===== src/rtl/tap_data_path.sv =====
// JTAG IR/DR datapath steered by an externally registered TAP state; USER DR present only with `TAP_USER_DR_EN.
// tdo is combinational from bit 0 of the active shift register; no backpressure, one bit moves per tclk.
module tap_data_path #(
  parameter int          IR_WIDTH   = 4,
  parameter logic [31:0] IDCODE_VAL = 32'h1000_0001,
  parameter int          USER_WIDTH = 8
) (
  input  logic                  tclk,
  input  logic                  trst,
  input  logic [4:0]            tap_state,
  input  logic                  tdi,
  input  logic [USER_WIDTH-1:0] user_in,
  output logic                  tdo,
  output logic                  tdo_en,
  output logic [IR_WIDTH-1:0]   ir,
  output logic [USER_WIDTH-1:0] user_out
);

  localparam logic [4:0] ST_RESET      = 5'd0;
  localparam logic [4:0] ST_CAPTURE_DR = 5'd3;
  localparam logic [4:0] ST_SHIFT_DR   = 5'd4;
  localparam logic [4:0] ST_UPDATE_DR  = 5'd8;
  localparam logic [4:0] ST_CAPTURE_IR = 5'd10;
  localparam logic [4:0] ST_SHIFT_IR   = 5'd11;
  localparam logic [4:0] ST_UPDATE_IR  = 5'd15;

  localparam logic [IR_WIDTH-1:0] INSTR_IDCODE = IR_WIDTH'(1);
  localparam logic [IR_WIDTH-1:0] INSTR_USER   = IR_WIDTH'(2);

  logic [IR_WIDTH-1:0] ir_q, ir_d;
  logic [IR_WIDTH-1:0] ir_shift_q, ir_shift_d;
  logic [31:0]         id_shift_q, id_shift_d;
  logic                bypass_q, bypass_d;
  logic                sel_id, sel_user;
  logic                shift_ir, shift_dr;
  logic                user_tdo;

  assign shift_ir = (tap_state == ST_SHIFT_IR);
  assign shift_dr = (tap_state == ST_SHIFT_DR);
  assign sel_id   = (ir_q == INSTR_IDCODE);

`ifdef TAP_USER_DR_EN
  logic [USER_WIDTH-1:0] user_shift_q, user_shift_d;
  logic [USER_WIDTH-1:0] user_out_q, user_out_d;

  assign sel_user = (ir_q == INSTR_USER);
  assign user_tdo = user_shift_q[0];
  assign user_out = user_out_q;

  always_comb begin
    user_shift_d = user_shift_q;
    user_out_d   = user_out_q;
    if (sel_user) begin
      case (tap_state)
        ST_CAPTURE_DR: user_shift_d = user_in;
        ST_SHIFT_DR:   user_shift_d = {tdi, user_shift_q[USER_WIDTH-1:1]};
        ST_UPDATE_DR:  user_out_d   = user_shift_q;
        default:       ;
      endcase
    end
  end

  always_ff @(posedge tclk) begin
    if (trst) begin
      user_shift_q <= '0;
      user_out_q   <= '0;
    end else begin
      user_shift_q <= user_shift_d;
      user_out_q   <= user_out_d;
    end
  end
`else
  // Without the USER DR, instruction 2 falls through to BYPASS and user_in is dropped.
  logic unused_user_in;
  assign unused_user_in = ^user_in;
  assign sel_user       = 1'b0;
  assign user_tdo       = 1'b0;
  assign user_out       = '0;
`endif

  always_comb begin
    ir_d       = ir_q;
    ir_shift_d = ir_shift_q;
    id_shift_d = id_shift_q;
    bypass_d   = bypass_q;
    case (tap_state)
      ST_RESET:      ir_d       = INSTR_IDCODE;
      ST_CAPTURE_IR: ir_shift_d = IR_WIDTH'(1);
      ST_SHIFT_IR:   ir_shift_d = {tdi, ir_shift_q[IR_WIDTH-1:1]};
      ST_UPDATE_IR:  ir_d       = ir_shift_q;
      ST_CAPTURE_DR: begin
        if (sel_id)         id_shift_d = IDCODE_VAL;
        else if (!sel_user) bypass_d   = 1'b0;
      end
      ST_SHIFT_DR: begin
        if (sel_id)         id_shift_d = {tdi, id_shift_q[31:1]};
        else if (!sel_user) bypass_d   = tdi;
      end
      default: ;
    endcase
  end

  always_ff @(posedge tclk) begin
    if (trst) begin
      ir_q       <= INSTR_IDCODE;
      ir_shift_q <= '0;
      id_shift_q <= '0;
      bypass_q   <= 1'b0;
    end else begin
      ir_q       <= ir_d;
      ir_shift_q <= ir_shift_d;
      id_shift_q <= id_shift_d;
      bypass_q   <= bypass_d;
    end
  end

  always_comb begin
    tdo = 1'b0;
    if (shift_ir)      tdo = ir_shift_q[0];
    else if (shift_dr) tdo = sel_id ? id_shift_q[0] : (sel_user ? user_tdo : bypass_q);
  end

  assign tdo_en = shift_ir | shift_dr;
  assign ir     = ir_q;

endmodule


===== config.mk =====
export PLATFORM = sky130hd
export DESIGN_NAME = tap_data_path
export DESIGN_NICKNAME = d
export VERILOG_FILES = /design/src/rtl/tap_data_path.sv
export SDC_FILE = /design/constraint.sdc
export NUM_CORES = 1
export LEC_CHECK = 0
export CORE_UTILIZATION = 53
export CTS_BUF_LIST = sky130_fd_sc_hd__clkbuf_8
export DETAILED_ROUTE_END_ITERATION = 16
export PLACE_DENSITY = 0.8
export SYNTH_ARGS = -nofsm -noshare
export SYNTH_HDL_FRONTEND = slang
export SYNTH_SLANG_ARGS = --single-unit

===== constraint.sdc =====
create_clock -name tclk -period 2.28 [get_ports tclk]
set_input_delay 0.228 -clock tclk [delete_from_list [all_inputs] [get_ports tclk]]
set_output_delay 0.228 -clock tclk [all_outputs]
set_load 0.02 [all_outputs]

==> results.md <==
* Critical-path cell list: clkdlybuf4s50_1 -> nor4bb_2 -> nand2_1 -> nand2_1 -> clkdlybuf4s50_1
* RSZ-0062 raised after global routing: no
* Top post-synthesis cells by area: dfxtp_1, o32ai_1, nand2_1
* Fin. max-slew vios at 0
* Routed length per instance at 13.4 microns
* Detailed-route vias per instance at 5.77
* Met1 GRT Util at 25.1%
* Synth Instances at 174
* WP data arrival at 1.89 ns
* Final Critical Period at 2.12 ns
* Crit-path slowest cell: clkdlybuf4s50_1
* Flop2flop setup slack at 0.47 ns
* Peak supply drop at 687 uV
* Leak at 0.687 nW
* Worst hold path type: reg -> reg
* Yosys reg bits at 41
* Fill count at 243
* Met3 usage at 6.03%
* Worst setup margin at 0.162 ns
* Largest net degree at the start of global routing at 36
* Cts hold-fix bufs at 0
* Startpoint Class: primary input
* CP endpoint kind: output pin
* Synth warn at 0
* Footprint of the multi-input gates at 742 sq um
* CTS tree: built
* RePlAce Congestion at 0.792
* Clock tree buffer depth at 2
* Total die area at 3380 sq um
* Die Y at 58.1 microns
* Gr ovfl total at 0
* # port buffers at 13
* Distinct cells, synth at 32
* Post-Route WL at 3.15 mm
* Global Route Usage Sum at 20.4%
* Place WS at 0.0351 ns
* Crit path depth at 5
* Max Cap Viol at 0
* Top cell type's share of synthesized area at 49.1%
* Synth Cell Area at 1670 sq um
* Initial antenna violation count at 0
* Area growth, synth to finish at 19.6%
* Sink Count at 41
* Met2 usage at 34.0%
* DR iter-0 viols at 68
* Fraction of layout cells with a size suffix above 1 at 14.7%
* R2R depth at 4
* HPWL Detailed at 2.16 mm
* Row Count at 20
* WP data required at 2.05 ns
* CTS Root Cell: clkbuf_8
* Drc violations at 0
* Sequential fraction of the synthesis area at 49.1%
* Hold Crit Depth at 2
* Vias in the first global route at 1176
* Core area at 3030 sq um
* Gr busiest metal: met2
* Crit path max fanout at 3
* Num ports at 30
* H-tree depth at 2
* Ant diodes at 0
* First-pass GRT wire length at 5.18 mm
* Drt pass-1 iters at 4
* Final hold violation count at 0
* Nets at 206
* Commonest non-fill, non-tap cell in the layout: nand2_1
* Final setup TNS at 0 ns
* Flip-flop and latch area at 821 sq um
* Starting density of the core at 55.2%
* Post-route cell area at 2000 sq um
* Width of the die at 58.1 microns
* Clock buffer count from CTS at 5
* Fmax at 472 MHz
* CP delay by family, top: buffers and inverters
* Outcome: finished clean
* Largest area contributor in the netlist: dfxtp_1
* Max stage delay on crit path at 0.60 ns
* Post-Layout Cell Count at 235
* Commonest cells after routing, fill and taps aside: nand2_1, dfxtp_1, o32ai_1
* Worst skew pair latency at 0.28 ns
* ANT nets after route at 0
* Vias at 1355
* DP Area at 1840 sq um
* Worst Clk Skew at 0.00512 ns
* Power density cells at 740 nW/um^2
* Worst path bufs/invs at 2
* Part of the cycle the worst path needs at 92.9%
* Clk slew on worst S/H paths at 0.07 ns
* Placed Cells at 227
* Final setup viols at 0
* Synthesized area per cell at 9.60 sq um
* WS Path Type: in -> out
## flip-flops by register name (all words and copies together) (netlist names)
register    count
ir              4
bypass_q        1
ir_shift_q      4
id_shift_q     32
## per-layer routing
| metal | vias to the layer above | wire length [microns] | share of wire (%) |
|---|---|---|---|
| met5 | - | 0 | 0 |
| met4 | 0 | 24 | 0.76 |
| met3 | 2 | 124 | 3.9 |
| met2 | 27 | 1550 | 49 |
| met1 | 655 | 1460 | 46 |
| li1 | 671 | - | - |
## Yosys cell counts
| library cell | instances |
|---|---|
| or2_2 | 1 |
| mux2i_1 | 1 |
| a311oi_1 | 1 |
| or3b_1 | 1 |
| or4b_4 | 1 |
| a2bb2oi_1 | 1 |
| a2111oi_4 | 1 |
| dfxtp_1 | 41 |
| nand4_1 | 1 |
| nand2_1 | 42 |
| or4_1 | 1 |
| o221a_2 | 2 |
| clkbuf_2 | 1 |
| nor3_1 | 1 |
| o22ai_1 | 2 |
| a21oi_1 | 4 |
| nor4_1 | 1 |
| nand3_1 | 5 |
| nand4bb_1 | 1 |
| buf_4 | 8 |
| buf_2 | 1 |
| inv_1 | 3 |
| nor2_1 | 1 |
| o32ai_1 | 30 |
| conb_1 | 1 |
| a2111oi_0 | 1 |
| nand3b_1 | 2 |
| buf_6 | 3 |
| nor4b_1 | 1 |
| nor4bb_1 | 1 |
| clkbuf_1 | 10 |
| o2bb2ai_1 | 3 |
## kinds of logic (layout without fill, tap and decap cells)
family | count (synthesis) | count (layout) | synth area share [%]
and+or+nand+nor | 60 | 60 | 17.1
muxes | 1 | 1 | 0.599
DFF | 41 | 41 | 49.1
buffers and inverters | 26 | 36 | 9.14
AOI/OAI and AO/OA | 45 | 45 | 23.8
other | 1 | 8 | 0.225
## worst min-delay path, delay by kind of cell (launching register included)
kind,cells,cell delay [ns]
compound gates,1,0.06
flops,1,0.31
simple gates,1,0.06
## metrics by stage
step           hold WS, ns  util, %  power (mW)
2_1_floorplan        0.297        -       0.801
3_3_place_gp         0.446     60.9       0.824
3_5_place_dp         0.453     60.9       0.827
4_1_cts              0.463     65.5        1.50
5_1_grt              0.480     66.0        1.53
6_report             0.470     66.0        1.48
## worst paths after layout
kind | end | start
worst max-delay path | tdo_en | tap_state[1]
worst min-delay path | bypass_q$_SDFFE_PP0P_ | bypass_q$_SDFFE_PP0P_
worst max register to register | id_shift_q[0]$_SDFFE_PP0P_ | ir[3]$_SDFFE_PP0P_
worst min register to register | bypass_q$_SDFFE_PP0P_ | bypass_q$_SDFFE_PP0P_
## timing repair
action | CTS | global route
resized for setup | 1 | 3
endpoints found under the setup margin | 1 | 2
cloned | 0 | 0
setup buffers | 0 | 0
## area by class of cell
class / count / area share, %
Inverter: 3 / 0.564
Timing Repair Buffer: 25 / 11.8
Multi-Input combinational cell: 114 / 37.1
Tap cell: 44 / 2.76
Clock inverter: 3 / 3.26
Clock buffer: 5 / 3.44
Sequential cell: 41 / 41.1
## power by group
part	switching, mW	leakage, nW	internal (mW)
Combinational	0.0577	0.289	0.0355
Clock	0.232	0.0681	0.435
Sequential	0.00163	0.330	0.718
Total	0.291	0.687	1.19
Power figures use the tool's default switching activity.
